**src/rtl/matmul_seq_ctrl.sv**
```systemverilog
// Sequential NxN matrix-multiply controller: streams A and B in, runs one MAC per
// cycle over all N^3 products, then streams C out row-major.
//
// state   | meaning
// --------+---------------------------------------------------------------
// IDLE    | waiting for start; no handshakes accepted or offered
// LOAD    | accepting 2*N*N elements (A then B, row-major)
// COMPUTE | one multiply-accumulate per cycle, loop order i, j, k
// DRAIN   | presenting C elements until the last one is accepted
module matmul_seq_ctrl #(
    parameter int DATA_W = 32,
    parameter int N      = 3
) (
    input  logic              clk,
    input  logic              rst,
    input  logic              start,
    output logic              busy,
    input  logic              in_valid,
    output logic              in_ready,
    input  logic [DATA_W-1:0] in_data,
    output logic              out_valid,
    input  logic              out_ready,
    output logic [DATA_W-1:0] out_data,
    output logic              out_last,
    output logic              done
);

    localparam int NN = N * N;
    localparam int AW = $clog2(NN);
    localparam int LW = $clog2(2 * NN);
    localparam int IW = $clog2(N);

    typedef enum logic [1:0] {IDLE, LOAD, COMPUTE, DRAIN} state_t;

    state_t            state;
    logic [LW-1:0]     ld_cnt;
    logic [IW-1:0]     i, j, k;
    logic [AW-1:0]     out_cnt;
    logic [DATA_W-1:0] acc;
    logic              done_r;

    logic [DATA_W-1:0] a_mem [NN];
    logic [DATA_W-1:0] b_mem [NN];
    logic [DATA_W-1:0] c_mem [NN];

    logic [AW-1:0]     a_idx, b_idx, c_idx;
    logic [DATA_W-1:0] prod, mac;
    logic              in_fire, k_last;

    // Product and sum are kept at DATA_W bits, so results wrap modulo 2^DATA_W.
    always_comb begin
        a_idx   = AW'(i * N + k);
        b_idx   = AW'(k * N + j);
        c_idx   = AW'(i * N + j);
        prod    = a_mem[a_idx] * b_mem[b_idx];
        mac     = (k == '0) ? prod : acc + prod;
        in_fire = (state == LOAD) && in_valid;
        k_last  = (k == IW'(N - 1));
    end

    always_ff @(posedge clk or posedge rst) begin
        if (rst) begin
            state   <= IDLE;
            ld_cnt  <= '0;
            i       <= '0;
            j       <= '0;
            k       <= '0;
            out_cnt <= '0;
            acc     <= '0;
            done_r  <= 1'b0;
        end else begin
            done_r <= 1'b0;
            case (state)
                IDLE: begin
                    if (start) begin
                        state   <= LOAD;
                        ld_cnt  <= '0;
                        out_cnt <= '0;
                    end
                end
                LOAD: begin
                    if (in_valid) begin
                        ld_cnt <= ld_cnt + 1'b1;
                        if (ld_cnt == LW'(2 * NN - 1)) begin
                            state <= COMPUTE;
                            i     <= '0;
                            j     <= '0;
                            k     <= '0;
                        end
                    end
                end
                COMPUTE: begin
                    acc <= mac;
                    if (!k_last) begin
                        k <= k + 1'b1;
                    end else begin
                        k <= '0;
                        if (j != IW'(N - 1)) begin
                            j <= j + 1'b1;
                        end else begin
                            j <= '0;
                            if (i != IW'(N - 1)) begin
                                i <= i + 1'b1;
                            end else begin
                                i     <= '0;
                                state <= DRAIN;
                            end
                        end
                    end
                end
                DRAIN: begin
                    if (out_ready) begin
                        if (out_cnt == AW'(NN - 1)) begin
                            out_cnt <= '0;
                            state   <= IDLE;
                            done_r  <= 1'b1;
                        end else begin
                            out_cnt <= out_cnt + 1'b1;
                        end
                    end
                end
                default: state <= IDLE;
            endcase
        end
    end

    // Operand and result storage carries no reset; it is always rewritten before use.
    always_ff @(posedge clk) begin
        if (in_fire) begin
            if (ld_cnt < LW'(NN))
                a_mem[AW'(ld_cnt)] <= in_data;
            else
                b_mem[AW'(ld_cnt - LW'(NN))] <= in_data;
        end
        if (state == COMPUTE && k_last)
            c_mem[c_idx] <= mac;
    end

    assign busy      = (state != IDLE);
    assign in_ready  = (state == LOAD);
    assign out_valid = (state == DRAIN);
    assign out_last  = (state == DRAIN) && (out_cnt == AW'(NN - 1));
    assign out_data  = (state == DRAIN) ? c_mem[out_cnt] : '0;
    assign done      = done_r;

endmodule

```
**config.mk**
```make
export PLATFORM = sky130hd
export DESIGN_NAME = matmul_seq_ctrl
export DESIGN_NICKNAME = d
export VERILOG_FILES = /design/src/rtl/matmul_seq_ctrl.sv
export SDC_FILE = /design/constraint.sdc
export NUM_CORES = 2
export LEC_CHECK = 0
export BUFFER_PORTS_ARGS = -buffer_cell sky130_fd_sc_hd__buf_2
export CAP_MARGIN = 20
export CORE_ASPECT_RATIO = 0.75
export CORE_UTILIZATION = 51
export CTS_BUF_LIST = sky130_fd_sc_hd__clkbuf_16
export CTS_CLUSTER_DIAMETER = 200
export DETAILED_ROUTE_END_ITERATION = 16
export PLACE_DENSITY = 0.67
export SETUP_SLACK_MARGIN = 0.15
export SLEW_MARGIN = 5
export SYNTH_ARGS = -nofsm -noshare
export SYNTH_HDL_FRONTEND = slang
export SYNTH_SLANG_ARGS = --single-unit
```
**constraint.sdc**
```tcl
create_clock -name clk -period 34.1 [get_ports clk]
set_input_delay 1.705 -clock clk [delete_from_list [all_inputs] [get_ports clk]]
set_output_delay 1.705 -clock clk [all_outputs]
set_load 0.005 [all_outputs]
```
==> impl_metrics.csv <==
group,metric,value,unit
status,status,"finished, final reports clean",
layout,final_nets,4492,
worst_setup_path,cp-start-kind,"register",
logic_synthesis,yosys.area_share.simple,0.0680,
logic_synthesis,async_flop_share,0.0547,
floorplanning,die_height,281,um
logic_synthesis,synth-adder-area-share,0.199,
global_route,antenna_found_initial,6,
worst_setup_path,r2r_slack,20180,ps
logic_synthesis,synth_nets,4389,
floorplanning,die_w,374,um
logic_synthesis,synth_xor_area_frac,0.0201,
floorplanning,core,103000,sq um
drt,viasPerCell,5.71,
worst_setup_path,slowest_stage,"fa_4",
timing,slew_headroom,0.213,
worst_setup_path,crit_type,"register to register",
global_route,grt_overflow_total,0,
logic_synthesis,ys_ff_latch,914,
drt,drt_iter0_markers,2635,
logic_synthesis,synth_compound_area_frac,0.0344,
timing,rsz0062_at_grt,"no",
worst_setup_path,r2r_start,"i[0]",
timing,fin_crit,13920,ps
logic_synthesis,synthTopCellsByCount,"edfxtp_1, inv_1, nor2_1",
clocking,path_clk_slew,60,ps
placed_design,routabilityCongestion,0.887,
timing,fmax,71.9,MHz
timing,clock_skew,54.3,ps
placed_design,place_hpwl,82700,um
logic_synthesis,synth_most_common_cell,"edfxtp_1",
logic_synthesis,synth_area,53100,sq um
worst_setup_path,critPathRequiredTime,34690,ps
clocking,cts_tree,"yes",
logic_synthesis,yosysTopAreaCellShare,0.489,
clocking,clock_sinks,914,
logic_synthesis,netlist_instances,3755,
clocking,htree_levels,3,
drt,ant_nets,0,
placed_design,port-buffer-count,73,
logic_synthesis,synth_top_family_by_area,"adder cells",
worst_setup_path,path_max_fanout,39,
layout,drive_gt1_frac,0.168,
global_route,grt_pass1_vias,31300,
drt,first_pass_iters,6,
timing,finalMaxSlewViolations,0,
worst_setup_path,slowest_delay,1170,ps
logic_synthesis,synth_mux_area_frac,0.115,
global_route,grt_max_degree,69,
worst_setup_path,end_kind,"register",
logic_synthesis,synth_top_cell_by_area,"edfxtp_1",
timing,finalCritPeriodShare,0.408,
logic_synthesis,ys_seq_area_frac,0.512,
drt,wl_per_cell,24.2,um
logic_synthesis,yosysWarnings,0,
worst_hold_path,hold_end,"acc[7]",
timing,setup_tns,0,ps
logic_synthesis,avgSynthCellArea,14.1,sq um
floorplanning,start_util,0.515,
worst_hold_path,whs_path_depth,1,
clocking,cts_setup_buffers,0,
clocking,clk_latency,700,ps
clocking,cts-buffers-inserted,86,
global_route,grt_pass1_wl,196000,um
timing,worstMarginPinSlew,1180,ps
floorplanning,dieArea,105000,sq um
layout,syn2layout_area_growth,9.87,%
floorplanning,rows,102,
logic_synthesis,ys.flop_type,"edfxtp_1",
clocking,ctsHoldBuffers,0,
logic_synthesis,synth-edff-count,864,
global_route,grt_usage,0.250,
worst_setup_path,worstPathArrival,14510,ps
floorplanning,io_pins,74,
clocking,root_buffer,"clkbuf_16",
clocking,cts-resized-gates,0,
clocking,clockBufferDepth,3,
drt,drc_errors,0,
drt,vias,30200,
run,maxCapViolCount,0,
worst_hold_path,min_from,"acc[7]",
logic_synthesis,ys_types,75,
timing,hold_ws,520,ps
logic_synthesis,yosys-top-cells-area,"edfxtp_1, fa_1, mux4_2",
worst_hold_path,hold_path_class,"register to register",
timing,hold_viol_final,0,
worst_setup_path,reg2reg_to,"acc[31]",
drt,wirelength,128000,um
timing,finalSetupViolations,0,
worst_setup_path,reg2reg_depth,46,
==> how the worst max path moves through the flow <==
stage / from / endpoint
3_5_place_dp: i[0] / acc[31]
5_1_grt: i[0] / acc[31]
4_1_cts: i[0] / acc[31]
2_1_floorplan: i[0] / acc[31]
3_3_place_gp: i[0] / acc[31]
6_report: i[0] / acc[31]
==> final cells by class <==
cell class / count / area [sq um]
Inverter: 504 / 1890
Sequential cell: 914 / 27200
Clock buffer: 87 / 2180
Tap cell: 1352 / 1690
Antenna cell: 4 / 10.0
Multi-Input combinational cell: 2181 / 23400
Clock inverter: 74 / 836
Timing Repair Buffer: 171 / 1090
Fill cell: 8180 / 44800
==> layout by cell type, fill, tap and decap left out, drive strengths merged, types with 71 or more instances in the layout <==
cell type / count
inv: 519
a21oi: 106
edfxtp: 864
nor2: 432
mux2: 71
nand2: 208
clkbuf: 87
fa: 413
mux2i: 85
xnor2: 80
ha: 184
buf: 171
mux4: 192
==> routing by layer <==
layer  up-vias  part of all wire  GRT usage  routed length [um]
met5         -           0.00048          0                  62
met4        10             0.027     0.0725                3500
met3       209             0.077     0.0416                9800
met2      1163              0.47      0.402               60000
met1     15600              0.43      0.353               54500
li1      13200                 -          -                   -
==> sequential cells by signal (all words and copies together), names as in the netlist <==
| register | count |
|---|---|
| ld_cnt | 5 |
| out_cnt | 4 |
| i | 2 |
| state | 2 |
| a_mem | 288 |
| done | 1 |
| c_mem | 288 |
| acc | 32 |
| b_mem | 288 |
| k | 2 |
| j | 2 |
==> critical path: cells and delay by family, from the launching register on <==
| kind | cells | cell delay [ps] |
|---|---|---|
| adders and majority gates | 12 | 5670 |
| AOI/OAI and AO/OA | 12 | 3010 |
| buffers and inverters | 8 | 1450 |
| muxes | 4 | 1290 |
| xor gates and xnor gates | 4 | 1150 |
| and+or+nand+nor | 6 | 710 |
| DFF | 1 | 520 |
==> cells by family (layout without fill, tap and decap cells) <==
logic type	count (synthesis)	count (layout)
buffers and inverters	660	836
XOR/XNOR	109	109
flip-flops	914	914
adder cells (fa/ha/maj)	597	597
multiplexers	348	348
other	0	4
AND/OR/NAND/NOR	833	833
AO/OA/AOI/OAI	294	294
==> through the flow <==
step | setup WS [ps] | instances | utilization | area (sq um)
detailed placement | 20340 | 5116 | 0.536 | 55300
finish | 20180 | 5287 | 0.565 | 58300
CTS | 20240 | 5277 | 0.565 | 58300
floorplan | 22600 | 3755 | - | 53100
global placement | 20590 | 5116 | 0.536 | 55300
global route | 19470 | 5284 | 0.565 | 58300
Power is left out: the tool's default activity adds up to more than one toggle a clock period on the data nets, which glitch-free logic cannot reach.
